## src/rtl/cordic_pkg.sv

```systemverilog
// ---------------------------------------------------------------------------
// cordic_pkg
// Shared definitions for the CORDIC request arbiter slice.
//   ANGLE_W     : default angle / result width
//   TIMEOUT_DEF : default number of WAIT cycles before a core timeout
//   state_e     : arbiter FSM state encoding (IDLE is all-zero)
// ---------------------------------------------------------------------------
package cordic_pkg;

   localparam int ANGLE_W     = 18;
   localparam int TIMEOUT_DEF = 32;

   typedef enum logic [1:0] {
      ST_IDLE  = 2'd0,
      ST_START = 2'd1,
      ST_WAIT  = 2'd2,
      ST_RESP  = 2'd3
   } state_e;

endpackage

```

## src/rtl/rr_arbiter2.sv

```systemverilog
// ---------------------------------------------------------------------------
// rr_arbiter2
// Two-way round-robin grant, purely combinational.
//   valid0_i / valid1_i : request present on port 0 / 1
//   last_i              : index of the requester granted most recently
//   grant_o             : one-hot grant (bit 0 -> port 0, bit 1 -> port 1),
//                         all-zero when nothing is requesting
// ---------------------------------------------------------------------------
module rr_arbiter2 (
   input  logic       valid0_i,
   input  logic       valid1_i,
   input  logic       last_i,
   output logic [1:0] grant_o
);

   always_comb begin
      grant_o = 2'b00;
      if (valid0_i && valid1_i) begin
         // On a tie, favour whoever did not win last time.
         grant_o = last_i ? 2'b01 : 2'b10;
      end else if (valid0_i) begin
         grant_o = 2'b01;
      end else if (valid1_i) begin
         grant_o = 2'b10;
      end
   end

endmodule

```

## src/rtl/cordic_arbiter.sv

```systemverilog
// ---------------------------------------------------------------------------
// cordic_arbiter
// Shares one external iterative CORDIC core between two requesters.
// A request is accepted in IDLE, its angle launched with a one-cycle start
// pulse, the core result (or a timeout error) is captured and offered on the
// response port until the consumer takes it.
//
// Handshake rule (all ports): a transfer happens on a rising clock edge where
// valid && ready are both high. The response side holds rsp_valid and every
// rsp_* field stable until that edge.
//
// Ports
//   clock, reset_n           : clock, synchronous active-low reset
//   req0_* / req1_*          : request ports (valid/ready/angle)
//   core_start, core_angle   : launch pulse and operand for the core
//   core_done, core_cos/sin  : core result strobe and data
//   rsp_*                    : response (valid/ready/id/cos/sin/err)
//   busy                     : FSM is not in IDLE
//   dbg_state                : current FSM state (state_e encoding)
// ---------------------------------------------------------------------------
module cordic_arbiter #(
   parameter int ANGLE_W = cordic_pkg::ANGLE_W,
   parameter int TIMEOUT = cordic_pkg::TIMEOUT_DEF
) (
   input  logic               clock,
   input  logic               reset_n,
   input  logic               req0_valid,
   output logic               req0_ready,
   input  logic [ANGLE_W-1:0] req0_angle,
   input  logic               req1_valid,
   output logic               req1_ready,
   input  logic [ANGLE_W-1:0] req1_angle,
   output logic               core_start,
   output logic [ANGLE_W-1:0] core_angle,
   input  logic               core_done,
   input  logic [ANGLE_W-1:0] core_cos,
   input  logic [ANGLE_W-1:0] core_sin,
   output logic               rsp_valid,
   input  logic               rsp_ready,
   output logic               rsp_id,
   output logic [ANGLE_W-1:0] rsp_cos,
   output logic [ANGLE_W-1:0] rsp_sin,
   output logic               rsp_err,
   output logic               busy,
   output logic [1:0]         dbg_state
);

   import cordic_pkg::*;

   localparam int               CNT_W   = $clog2(TIMEOUT + 1);
   localparam logic [CNT_W-1:0] CNT_MAX = CNT_W'(TIMEOUT);
   localparam logic [CNT_W-1:0] CNT_END = CNT_W'(TIMEOUT - 1);

   state_e             state_q, state_d;
   logic               last_q, last_d;
   logic               id_q, id_d;
   logic [ANGLE_W-1:0] angle_q, angle_d;
   logic [ANGLE_W-1:0] cos_q, cos_d;
   logic [ANGLE_W-1:0] sin_q, sin_d;
   logic               err_q, err_d;
   logic [CNT_W-1:0]   cnt_q, cnt_d;
   logic [1:0]         grant;

   rr_arbiter2 u_rr (
      .valid0_i (req0_valid),
      .valid1_i (req1_valid),
      .last_i   (last_q),
      .grant_o  (grant)
   );

   always_comb begin
      state_d    = state_q;
      last_d     = last_q;
      id_d       = id_q;
      angle_d    = angle_q;
      cos_d      = cos_q;
      sin_d      = sin_q;
      err_d      = err_q;
      cnt_d      = cnt_q;
      req0_ready = 1'b0;
      req1_ready = 1'b0;
      core_start = 1'b0;

      case (state_q)
         ST_IDLE: begin
            req0_ready = grant[0];
            req1_ready = grant[1];
            // Ready is only ever raised alongside the matching valid, so any
            // grant here is a completed handshake.
            if (|grant) begin
               id_d    = grant[1];
               last_d  = grant[1];
               angle_d = grant[1] ? req1_angle : req0_angle;
               state_d = ST_START;
            end
         end
         ST_START: begin
            core_start = 1'b1;
            cnt_d      = '0;
            state_d    = ST_WAIT;
         end
         ST_WAIT: begin
            if (core_done) begin
               cos_d   = core_cos;
               sin_d   = core_sin;
               err_d   = 1'b0;
               state_d = ST_RESP;
            end else if (cnt_q == CNT_END) begin
               // TIMEOUT-th WAIT cycle without a result: give up.
               cos_d   = '0;
               sin_d   = '0;
               err_d   = 1'b1;
               cnt_d   = CNT_MAX;
               state_d = ST_RESP;
            end else if (cnt_q != CNT_MAX) begin
               cnt_d = cnt_q + 1'b1;
            end
         end
         ST_RESP: begin
            if (rsp_ready) begin
               state_d = ST_IDLE;
            end
         end
         default: begin
            state_d = ST_IDLE;
         end
      endcase
   end

   always_ff @(posedge clock) begin
      if (!reset_n) begin
         state_q <= ST_IDLE;
         last_q  <= 1'b1;  // next tie goes to req0
         id_q    <= 1'b0;
         angle_q <= '0;
         cos_q   <= '0;
         sin_q   <= '0;
         err_q   <= 1'b0;
         cnt_q   <= '0;
      end else begin
         state_q <= state_d;
         last_q  <= last_d;
         id_q    <= id_d;
         angle_q <= angle_d;
         cos_q   <= cos_d;
         sin_q   <= sin_d;
         err_q   <= err_d;
         cnt_q   <= cnt_d;
      end
   end

   assign core_angle = angle_q;
   assign rsp_valid  = (state_q == ST_RESP);
   assign rsp_id     = id_q;
   assign rsp_cos    = cos_q;
   assign rsp_sin    = sin_q;
   assign rsp_err    = err_q;
   assign busy       = (state_q != ST_IDLE);
   assign dbg_state  = state_q;

endmodule

```

## config.mk

```make
export PLATFORM = sky130hd
export DESIGN_NAME = cordic_arbiter
export DESIGN_NICKNAME = d
export VERILOG_FILES = /design/src/rtl/cordic_pkg.sv /design/src/rtl/rr_arbiter2.sv /design/src/rtl/cordic_arbiter.sv
export SDC_FILE = /design/constraint.sdc
export NUM_CORES = 1
export LEC_CHECK = 0
export CORE_UTILIZATION = 55
export CTS_BUF_LIST = sky130_fd_sc_hd__clkbuf_4 sky130_fd_sc_hd__clkbuf_8
export CTS_CLUSTER_SIZE = 10
export DETAILED_ROUTE_END_ITERATION = 16
export DONT_BUFFER_PORTS = 1
export GPL_TIMING_DRIVEN = 0
export PLACE_DENSITY = 0.78
export SYNTH_ARGS = -nofsm -noshare
export SYNTH_HDL_FRONTEND = slang
export SYNTH_SLANG_ARGS = --single-unit
```

## constraint.sdc

```tcl
create_clock -name clock -period 2 [get_ports clock]
set_input_delay 0.3 -clock clock [delete_from_list [all_inputs] [get_ports clock]]
set_output_delay 0.3 -clock clock [all_outputs]
set_load 0.005 [all_outputs]
```

---- Word level (Yosys, flattened, before mapping) ----
Cells that the tools add are included.
word-level totals
  word-level logic and storage cells ...... 51
  register bits ........................... 65
  output and inout port bits .............. 63
  bits of input ports ..................... 78
operators by class
  multiplexer cells ....................... 22
  equal/unequal tests ..................... 10
  add/subtract/negate cells ............... 1
  reduce and logical (&&, ||, !) cells .... 10
operators with widths
  operator             number
  $mux 18              4
  $mux 6               3
  $mux 2               8
  $pmux 6 s2           1
  $pmux 2 s4           1
  $add 6x1->6 const B  1
  $eq 6x5->1 const B   1
  $ne 3x3->1 const B   2
  $ne 6x6->1 const B   1
  $reduce_and 3->1     2
  $reduce_bool 2->1    3
  $mux 1               5
  $eq 2x2->1 const B   2
  $ne 2x2->1 const B   2
  $reduce_and 2->1     2
  $eq 2x1->1 const B   1
  $logic_not 2->1      1
  $ne 2x1->1 const B   1
  $reduce_or 2->1      1
  $logic_and 1x1->1    1

---- Longest topological paths before layout ----
  depth after elaboration ................. 6
  mapped depth ............................ 7
  gate-level depth less buffers ........... 6

---- Hierarchy ----
A second synthesis with hierarchy kept.
unflattened totals
  cell total of the unflattened synthesis .. 246
  area, all modules ....................... 2,593.7 µm²
by module, submodules not included
  module          seq. area each (µm²)  instances  area each (µm²)  cells each
  cordic_arbiter  1,301.2               1          2,575.0          243
  rr_arbiter2     0.0                   1          18.8             3

---- Worst setup path after synthesis ----
OpenSTA, ideal clock, no wires.
  path type ............................... register -> register
  start ................................... reg cnt_q[0]
  end ..................................... reg state_q[1] (netlist: dbg_state[1])
  buffers on the path ..................... 0
  path slack .............................. 0.489 ns
  required time ........................... 1.881 ns
  library setup time ...................... 0.119 ns
  arrival time ............................ 1.392 ns
  stages on the path, launching flop included .. 6
  clock period less this slack ............ 1.511 ns
  cells stage by stage .................... dfxtp_1 ha_1 nand2b_1 or2_1 a221o_1 mux2i_1
on the way
  longest elaborated chain between the ends .. 3
RTL lines
  element                            RTL line               source
  start: declaration                 cordic_arbiter.sv:61   logic [CNT_W-1:0] cnt_q, cnt_d;
  start signal: assignment           cordic_arbiter.sv:148  cnt_q <= cnt_d;
  $eq 6x5->1                         cordic_arbiter.sv:108  end else if (cnt_q == CNT_END) begin
  $ne 3x3->1 (no source line)        n/a
  $reduce_and 3->1 (no source line)  n/a
  end signal: assignment             cordic_arbiter.sv:141  state_q <= state_d;
  end: declaration                   cordic_arbiter.sv:54   state_e state_q, state_d;
Every way passes these cells.
A chain may end at the register's enable or synchronous reset.

---- Final worst setup path ----
  start ................................... reg state_q[0] (netlist: dbg_state[0])
  end ..................................... reg sin_q[13] (netlist: rsp_sin[13])
on the way
  longest elaborated chain between the ends .. 2
RTL lines
  element                            RTL line               source
  $eq 2x2->1                         cordic_arbiter.sv:84   case (state_q)
  $reduce_and 2->1 (no source line)  n/a
  end signal: assignment             cordic_arbiter.sv:146  sin_q <= sin_d;
  end: declaration                   cordic_arbiter.sv:59   logic [ANGLE_W-1:0] sin_q, sin_d;
Every way passes these cells.

==> run_results.csv <==
group,metric,value,unit
route,vias,1925,
worst_setup_path,timing.rr.start,"dbg_state[0]",
placement,port_buffers,0,
yosys,ys_seq_area_frac,0.504,
clock_network,cts_tree,"yes",
power_and_ir_drop,pwr-share-comb,0.221,
yosys,syn_inst,243,
power_and_ir_drop,pwr-share-clk,0.330,
worst_setup_path,required,2.27,ns
clock_network,clk_path_buf_depth,2,
worst_setup_path,reg2reg_depth,6,
placement,placed_area,0.00265,mm²
hold_path,hp-class,"in -> reg",
worst_setup_path,slowest_stage,"dfxtp_1",
placement,hpwl,3970,µm
flow_run,cap_violations,0,
yosys,synth_cell_type_count,39,
hold_path,min_from,"core_done",
clock_network,clock_sink_count,65,
layout,drive_gt1_frac,0.135,
clock_network,ctsResizeCount,0,
power_and_ir_drop,p_sw,1200,µW
layout,fillerInstances,369,
sta,max_clock_freq,556,MHz
route,met3_length,491,µm
power_and_ir_drop,p_seq_frac,0.449,
worst_setup_path,cp.arrival,2.07,ns
run_status,violations,"DRC",
sta,tns,0,ns
route,routedWlPerCell,17.6,µm
global_routing,grt_pass1_wl,8670,µm
clock_network,clk_transition_reported_paths,0.07,ns
sta,final-setup-viol-count,0,
layout,multi_input_area,0.00117,mm²
yosys,syn-num-nets,327,
layout,areaGrowthSynthToFinish,11.5,%
sta,fin_ws,0.202,ns
sta,final_hold_viol_count,0,
worst_setup_path,reg2reg_to,"rsp_sin[13]",
worst_setup_path,reg2reg_slack,0.20,ns
global_routing,track_usage,0.225,
global_routing,grt_max_degree,13,
run_status,status,"finished, violations left",
yosys,syn_area,0.00258,mm²
worst_setup_path,critPathMaxFanout,10,
global_routing,grt_pass1_vias,1788,
route,highest_layer,"met4",
placement,pre_cts_slack,0.173,ns
clock_network,holdBufCountCts,0,
clock_network,cts_setup_buffers,0,
yosys,ys_seq_elements,65,
layout,n_antenna_cell,0,
clock_network,cts-root-buf,"clkbuf_8",
worst_setup_path,cp-start-kind,"flip-flop",
floorplan,ios,141,
route,drt_iter0_markers,92,
sta,grt_setup_unrepaired,"false",
floorplan,core,0.00444,mm²
sta,drv_slew,0,
yosys,postSynthAreaPerCell,10.6,µm²
clock_network,cts_buffers,9,
worst_setup_path,endpoint_kind,"flip-flop",
hold_path,whs_endpoint,"rsp_err",
sta,timing.final.crit_share,0.899,
sta,skew,0.00473,ns
worst_setup_path,crit_chain,"inv_1 -> ha_1 -> buf_4 -> a21oi_2 -> buf_2 -> a22o_1",
worst_setup_path,crit_type,"reg -> reg",
power_and_ir_drop,vdd_drop_max,0.884,mV
route,wl_met2,2730,µm
route,drc,10,
yosys,yosysWarnings,0,
power_and_ir_drop,p_int,2600,µW
power_and_ir_drop,leakagePower,0.00113,µW
power_and_ir_drop,swShare,0.316,
floorplan,die_h,70.5,µm
power_and_ir_drop,total_power,3800,µW
layout,seqCellArea,0.00130,mm²
clock_network,clk_latency,0.33,ns
sta,worst_slew_pin_slew,0.493,ns
layout,fin_area,0.00288,mm²
sta,post-route-min-period,1.80,ns
floorplan,initial_core_util,0.581,
route,dr.pass1.iters,10,
route,totalWireLength,5460,µm
route,via_per_inst,6.19,
route,m1WireLength,2200,µm
global_routing,grt_overflow,0,
hold_path,min_delay_path_depth,1,
floorplan,die-width,70.5,µm
route,ant_nets,0,
global_routing,antenna_found_initial,0,
floorplan,rows,24,
sta,relSlewSlack,0.671,
layout,nets,338,
power_and_ir_drop,powerDensity,1320,mW/mm²
floorplan,dieArea,0.00497,mm²
clock_network,htree_levels,3,
layout,finish.utilization,0.648,
worst_setup_path,slowest_delay,0.40,ns
placement,routabilityCongestion,0.868,
## power groups by stage
stage / combinational (µW) / clock (µW) / sequential [µW]
3_5_place_dp: 830 / 0 / 1740
5_1_grt: 944 / 1340 / 1740
6_report: 837 / 1250 / 1710
4_1_cts: 832 / 1280 / 1710
2_1_floorplan: 683 / 0 / 1680
3_3_place_gp: 814 / 0 / 1730
## registers in the layout, summed over array words and instances (netlist names)
name / count
rsp_cos: 18
cnt_q: 6
rsp_err: 1
core_angle: 18
rsp_id: 1
rsp_sin: 18
dbg_state: 2
last_q: 1
## placed cells by master, fill, tap and decap left out, types with 7 or more instances in the layout
| cell type | count |
|---|---|
| a211oi_1 | 20 |
| a21oi_1 | 9 |
| a22o_1 | 36 |
| clkbuf_8 | 10 |
| dfxtp_1 | 65 |
| inv_1 | 7 |
| mux2i_1 | 19 |
| nand3_1 | 7 |
| nor2_1 | 23 |
## worst max-delay path by stage
stage	start	end	depth (start not counted)
2_1_floorplan	cnt_q[0]	dbg_state[1]	5
3_3_place_gp	dbg_state[0]	core_angle[16]	6
3_5_place_dp	dbg_state[0]	core_angle[14]	7
4_1_cts	dbg_state[0]	core_angle[14]	7
5_1_grt	dbg_state[0]	rsp_sin[13]	6
6_report	dbg_state[0]	rsp_sin[13]	6
## cells in the mapped netlist
cell type	number	area [µm²]
inv_1	7	26.3
dfxtp_1	65	1300
o21a_1	1	7.51
nor2_2	1	6.26
a211oi_1	20	150
buf_2	6	30.0
and2b_2	1	8.76
nand2b_1	4	25.0
nand3_1	7	35.0
o21ai_0	2	10.0
buf_6	2	22.5
and2_1	1	6.26
or4b_1	1	10.0
nand2_1	4	15.0
o21bai_1	1	7.51
a21boi_1	1	7.51
ha_1	6	75.1
clkbuf_1	6	22.5
a21oi_2	1	8.76
a211oi_2	1	12.5
inv_2	1	3.75
buf_4	2	15.0
a32oi_1	1	8.76
mux2i_1	19	190
nand3_2	1	10.0
and3_1	1	6.26
a41oi_1	2	17.5
nor2_1	23	86.3
a21oi_1	9	45.0
o31ai_1	2	15.0
or2_1	1	6.26
a22o_1	36	315
o21ai_4	1	16.3
nand4bb_1	1	11.3
nor2b_1	1	6.26
a221o_1	1	10.0
a22oi_2	1	12.5
nand3b_1	1	7.51
or3b_4	1	11.3
## cells by family (layout without fill, tap and decap cells)
logic type | Yosys count | in the layout | synth area share
AND/OR/NAND/NOR | 49 | 49 | 0.0974
multiplexers | 19 | 19 | 0.0736
AO/OA/AOI/OAI | 80 | 80 | 0.250
adder cells (fa/ha/maj) | 6 | 6 | 0.0291
buffers and inverters | 24 | 40 | 0.0465
flip-flops | 65 | 65 | 0.504
## per-layer routing
metal | up-vias | global-route usage
met3 | 4 | 0.0823
met1 | 906 | 0.276
li1 | 923 | -
met4 | 0 | 0.0839
met2 | 92 | 0.365
met5 | - | 0
## cell type report
| cell class | instances | share of cell area |
|---|---|---|
| clock inverters | 6 | 0.0313 |
| multi-input cells | 154 | 0.405 |
| plain buffers | 16 | 0.0313 |
| well taps | 52 | 0.0226 |
| clock buffers | 10 | 0.0478 |
| inverters | 8 | 0.0104 |
| flip-flops and latches | 65 | 0.452 |
## metrics by stage
stage / hold WS (ns) / cells
after floorplan: 0.376 / 243
after global placement: 0.383 / 295
after detailed placement: 0.400 / 295
after CTS: 0.0346 / 311
after global routing: 0.0430 / 311
final: 0.0594 / 311
## critical path: cells and delay by family, from the launching register on
family	cells	cell delay (ns)
DFF	1	0.40
AOI/OAI and AO/OA	2	0.52
buffers and inverters	3	0.57
adders and majority gates	1	0.23
Power figures use the tool's default switching activity.
